`config.mk`:
```
export PLATFORM = sky130hd
export DESIGN_NAME = irq_controller
export DESIGN_NICKNAME = d
export VERILOG_FILES = /design/src/rtl/irq_controller.sv
export SDC_FILE = /design/constraint.sdc
export NUM_CORES = 1
export LEC_CHECK = 0
export ABC_AREA = 1
export CAP_MARGIN = 10
export CELL_PAD_IN_SITES_DETAIL_PLACEMENT = 0
export CELL_PAD_IN_SITES_GLOBAL_PLACEMENT = 1
export CORE_ASPECT_RATIO = 1.5
export CORE_MARGIN = 2
export CORE_UTILIZATION = 34
export CTS_CLUSTER_SIZE = 10
export DETAILED_ROUTE_END_ITERATION = 12
export PLACE_DENSITY_LB_ADDON = 0.2
export SLEW_MARGIN = 20
export SYNTH_ARGS = -nofsm -noshare
export SYNTH_HDL_FRONTEND = slang
export SYNTH_SLANG_ARGS = --single-unit
```
`constraint.sdc`:
```
create_clock -name clk -period 3.1 [get_ports clk]
set_input_delay 0.93 -clock clk [delete_from_list [all_inputs] [get_ports clk]]
set_output_delay 0.93 -clock clk [all_outputs]
set_load 0.005 [all_outputs]
```
`src/rtl/irq_controller.sv`:
```
// Prioritised interrupt controller sitting in front of a single processor IRQ line.
// Synchronises the raw request lines, latches edge-type requests, masks them with
// a software enable and hands one source at a time to the processor through an
// assert / acknowledge / end-of-interrupt handshake.
`timescale 1ns/1ps

module irq_controller #(
    parameter int                    NumSources = 8,
    parameter int                    IdWidth    = 3,
    parameter logic [NumSources-1:0] EdgeMask   = 8'hFF
) (
    input  logic                  clk,
    input  logic                  RESET_N,
    input  logic [NumSources-1:0] irq_src,
    input  logic                  irq_ack,
    input  logic                  irq_eoi,
    input  logic                  cfg_we,
    input  logic [1:0]            cfg_addr,
    input  logic [31:0]           cfg_wdata,
    output logic [31:0]           cfg_rdata,
    output logic                  IRQ,
    output logic [IdWidth-1:0]    irq_id
);

    typedef enum logic [1:0] {
        ST_IDLE    = 2'd0,
        ST_ASSERT  = 2'd1,
        ST_SERVICE = 2'd2
    } state_t;

    logic [NumSources-1:0] r_s1;
    logic [NumSources-1:0] r_s2;
    logic [NumSources-1:0] r_s2_d;
    logic [NumSources-1:0] r_pending;
    logic [NumSources-1:0] r_enable;
    state_t                r_state;
    logic                  r_irq;
    logic [IdWidth-1:0]    r_id;

    state_t                w_state_next;
    logic [IdWidth-1:0]    w_id_next;
    logic                  w_ack_take;
    logic [NumSources-1:0] w_req;
    logic [IdWidth-1:0]    w_winner;
    logic [NumSources-1:0] w_set;
    logic [NumSources-1:0] w_clr;
    logic [NumSources-1:0] w_pending_next;
    logic                  w_wr_enable;
    logic                  w_wr_w1c;
    logic                  w_wr_softset;
    logic [31:0]           w_rdata;
    logic                  w_unused;

    // Lowest set index wins; scanning downwards leaves the lowest index last.
    function automatic logic [IdWidth-1:0] f_lowest_index(input logic [NumSources-1:0] vec);
        logic [IdWidth-1:0] idx;
        idx = {IdWidth{1'b0}};
        for (int i = NumSources - 1; i >= 0; i--) begin
            if (vec[i]) begin
                idx = IdWidth'(i);
            end
        end
        return idx;
    endfunction

    assign w_wr_enable  = cfg_we && (cfg_addr == 2'd0);
    assign w_wr_w1c     = cfg_we && (cfg_addr == 2'd1);
    assign w_wr_softset = cfg_we && (cfg_addr == 2'd3);
    assign w_req        = r_pending & r_enable;
    assign w_winner     = f_lowest_index(w_req);
    // Write-data bits above NumSources have no register behind them.
    assign w_unused     = &{1'b0, cfg_wdata};

    // Two-flop synchroniser per line plus a delayed copy for edge detection.
    always_ff @(posedge clk or negedge RESET_N) begin
        if (!RESET_N) begin
            r_s1   <= {NumSources{1'b0}};
            r_s2   <= {NumSources{1'b0}};
            r_s2_d <= {NumSources{1'b0}};
        end else begin
            r_s1   <= irq_src;
            r_s2   <= r_s1;
            r_s2_d <= r_s2;
        end
    end

    // Pending next-state: edge bits set by hw edge or SOFTSET, cleared by ack or W1C,
    // with set taking priority so no edge is lost; level bits simply follow the line.
    always_comb begin
        w_set          = {NumSources{1'b0}};
        w_clr          = {NumSources{1'b0}};
        w_pending_next = r_pending;
        for (int i = 0; i < NumSources; i++) begin
            w_set[i] = (r_s2[i] & ~r_s2_d[i]) | (w_wr_softset & cfg_wdata[i]);
            w_clr[i] = (w_ack_take && (r_id == IdWidth'(i))) | (w_wr_w1c & cfg_wdata[i]);
            if (EdgeMask[i]) begin
                if (w_set[i]) begin
                    w_pending_next[i] = 1'b1;
                end else if (w_clr[i]) begin
                    w_pending_next[i] = 1'b0;
                end else begin
                    w_pending_next[i] = r_pending[i];
                end
            end else begin
                w_pending_next[i] = r_s2[i];
            end
        end
    end

    // Pending request register.
    always_ff @(posedge clk or negedge RESET_N) begin
        if (!RESET_N) begin
            r_pending <= {NumSources{1'b0}};
        end else begin
            r_pending <= w_pending_next;
        end
    end

    // Software enable mask.
    always_ff @(posedge clk or negedge RESET_N) begin
        if (!RESET_N) begin
            r_enable <= {NumSources{1'b0}};
        end else if (w_wr_enable) begin
            r_enable <= cfg_wdata[NumSources-1:0];
        end else begin
            r_enable <= r_enable;
        end
    end

    // Handshake FSM next state: arbitrate only in IDLE, one interrupt in flight at a time.
    always_comb begin
        w_state_next = r_state;
        w_id_next    = r_id;
        w_ack_take   = 1'b0;
        case (r_state)
            ST_IDLE: begin
                if (|w_req) begin
                    w_state_next = ST_ASSERT;
                    w_id_next    = w_winner;
                end else begin
                    w_state_next = ST_IDLE;
                end
            end
            ST_ASSERT: begin
                if (irq_ack) begin
                    w_state_next = ST_SERVICE;
                    w_ack_take   = 1'b1;
                end else begin
                    w_state_next = ST_ASSERT;
                end
            end
            ST_SERVICE: begin
                if (irq_eoi) begin
                    w_state_next = ST_IDLE;
                end else begin
                    w_state_next = ST_SERVICE;
                end
            end
            default: begin
                w_state_next = ST_IDLE;
            end
        endcase
    end

    // FSM state, latched source id and registered IRQ output.
    always_ff @(posedge clk or negedge RESET_N) begin
        if (!RESET_N) begin
            r_state <= ST_IDLE;
            r_id    <= {IdWidth{1'b0}};
            r_irq   <= 1'b0;
        end else begin
            r_state <= w_state_next;
            r_id    <= w_id_next;
            r_irq   <= (w_state_next == ST_ASSERT);
        end
    end

    // Config read mux; unused bits read as zero.
    always_comb begin
        w_rdata = 32'd0;
        case (cfg_addr)
            2'd0: w_rdata[NumSources-1:0] = r_enable;
            2'd1: w_rdata[NumSources-1:0] = r_pending;
            2'd2: begin
                w_rdata[IdWidth-1:0] = r_id;
                w_rdata[17:16]       = r_state;
                w_rdata[31]          = r_irq;
            end
            2'd3: w_rdata = 32'd0;
            default: w_rdata = 32'd0;
        endcase
    end

    assign cfg_rdata = w_rdata;
    assign IRQ       = r_irq;
    assign irq_id    = r_id;

endmodule

```
==> results.yml <==
run_status:
  status: "finished clean"
global_route:
  antenna_found_initial: 0
  use_met1_pct: 16.84
  use_met2_pct: 23.69
  grt_pass1_wl_um: 6844
  grt_busiest_layer: "met2"
  grt_max_degree: 29
  grt_remaining_overflow: 0
  grtUsageMet3_pct: 2.765
  grt_pass1_vias: 1456
  track_usage_pct: 13.99
timing:
  drv_slew: 0
  fmax_mhz: 327.5
  setup_viol: 0
  setup_slack_ns: 0.04650
  period_share_pct: 98.50
  skew_ns: 0.009550
  hold_viol: 0
  rsz0062_at_grt: "no"
  finalCriticalPeriod_ns: 3.054
  hold_ws_ns: 0.3515
  timing.setup.tns_ns: 0
place:
  port-buffer-count: 37
  dp_cells: 320
  post-dp-hpwl_um: 3091
  pre_cts_ws_ns: -0.3587
  place.gp.congestion: 0.8147
logic_synthesis:
  yosysMostFrequentCell: "dfrtp_1"
  postSynthCellCount: 208
  synth_top_area_share_pct: 57.00
  synth.yosys.seq_area_share_pct: 57.00
  async_flop_share_pct: 100.0
  synth_edf_count: 0
  ys_ff_latch: 46
  yosysWarnings: 0
  syn_area_mm2: 0.002019
  synth_ff_type: "dfrtp_1"
  synth_cell_types: 21
  synth_top_area_cell: "dfrtp_1"
  ys_top_cells_by_count: "dfrtp_1, nand2_1, inv_1"
  ys_top_cells_by_area: "dfrtp_1, nand2_1, buf_4"
  syn-mean-instance-area_um2: 9.709
floorplan:
  row_count: 34
  die_h_um: 98.39
  dieWidth_um: 66.93
  die-area_mm2: 0.006585
  ios: 83
  coreArea_mm2: 0.005786
  initial_core_util_pct: 34.90
drt:
  post_drt_wl_per_cell_um: 12.60
  vias_per_cell: 4.565
  routed_wl_um: 4196
  vias: 1520
  first_pass_iters: 4
  drt_iter0_drc: 74
  post-route-drc-count: 0
  ant_nets: 0
clock_network:
  clk_latency_ns: 0.30
  clockBufferDepth: 2
  clock-root-buffer: "clkbuf_8"
  clkTransAtPathRegs_ns: 0.08
  tritoncts: "built"
  cts_buffers: 5
  cts_sinks: 46
  cts_htree_levels: 2
setup_path:
  path_cells: "dlygate4sd2_1 > buf_6 > nor2_4 > a22o_1 > clkdlybuf4s50_1"
  critPathKind: "primary input to output pin"
  path_buf_inv: 3
  max_stage_delay_ns: 0.50
  crit_arrival_ns: 2.12
  critical-path-slowest-cell: "clkdlybuf4s50_1"
  cp-start-kind: "primary input"
  cp-end-kind: "output pin"
  worst-r2r-setup-slack_ns: 1.69
  cp_top_family: "buffers and inverters"
  required_ns: 2.17
  cp_max_fo: 5
finish:
  n_antenna_cell: 0
  num-nets-final: 307
  area_growth_pct: 29.12
  multiInputGateArea_um2: 694.4
  final_layout_size_suffix_gt1_share_pct: 10.73
  seqCellArea_mm2: 0.001151
  n_fill_cell: 588
  final_core_util_pct: 45.07
  stdcell_count: 333
run:
  maxCapViolCount: 0
power:
  p_per_area_mw_per_mm2: 670.3
  ir_drop_v: 0.0003287
  p_leak_nw: 1.309
min_path:
  hold_class: "flip-flop to flip-flop"
placed cells by master (no fill, tap or decap), drive strengths merged, types with 2 or more instances in the layout:
master         Yosys  layout
nand3             10      10
o221ai             4       4
inv               28      28
nand2             45      45
dlymetal6s2s       0       4
buf               22      10
o21ai             17      17
a22oi              7       7
dfrtp             46      46
o211ai             3       3
nor2              11      13
clkdlybuf4s50      0      27
nor4               3       3
nor3               2       2
clkbuf             0       5
conb               1      21
dlygate4sd2        0       4
a22o               5       5
bufinv             0       2
o31ai              3       3
metal layers:
metal  part of all wire, %  vias to the layer above
met5                     0                        -
met3                   6.3                        5
met4                   1.9                        0
met1                    41                      716
li1                      -                      746
met2                    51                       53
metrics by stage:
step	power, W	cell area (um^2)
2_1_floorplan	0.001033	2095
3_3_place_gp	0.001235	2419
3_5_place_dp	0.001238	2419
4_1_cts	0.001777	2589
5_1_grt	0.001872	2608
6_report	0.001748	2608
final cells by class:
type / count / share of cell area, %
flip-flops and latches: 46 / 44.15
multi-input cells: 134 / 26.63
repair buffers: 45 / 16.46
inverters: 28 / 4.031
well taps: 72 / 3.455
clock buffers: 5 / 2.639
clock inverters: 3 / 2.639
timing repair:
item,CTS,global route
pin swaps,5,3
endpoints found under the setup margin,11,5
gates cloned,2,0
hold buffers,0,0
setup buffers,2,1
resized for setup,10,8
final timing paths:
kind | startpoint | to | depth (start not counted)
min | r_s1[7] | r_s2[7] | 0
max reg2reg | r_state[1] | r_pending[7] | 4
max in group asynchronous | RESET_N | r_pending[5] | 2
min in group asynchronous | RESET_N | IRQ | 1
max | cfg_addr[1] | cfg_rdata[5] | 5
min reg2reg | r_s1[7] | r_s2[7] | 0
registers in the layout, indices dropped and copies added, names as in the netlist:
| register | cells |
|---|---|
| IRQ | 1 |
| irq_id | 3 |
| r_enable | 8 |
| r_pending | 8 |
| r_s1 | 8 |
| r_s2 | 8 |
| r_s2_d | 8 |
| r_state | 2 |
cell families (layout without fill, tap and decap cells):
kind of cell / after synthesis / count (layout) / share of synthesized area, %
AOI/OAI and AO/OA: 40 / 40 / 13.20
DFF: 46 / 46 / 57.00
buffers and inverters: 50 / 81 / 13.57
and+or+nand+nor: 71 / 73 / 16.05
other: 1 / 21 / 0.1857
worst reg2reg max path, stage by stage (launching register included):
cell     delay, ns
dfrtp_1       0.43
inv_1         0.12
nand3_2       0.20
nor4_1        0.39
o21ai_0       0.13
report_power, final:
group          internal (W)  switching, W
combinational      0.000201      0.000234
sequential         0.000695     0.0000886
clock              0.000323      0.000206
total               0.00122      0.000529
(Power assumes the default switching activity.)
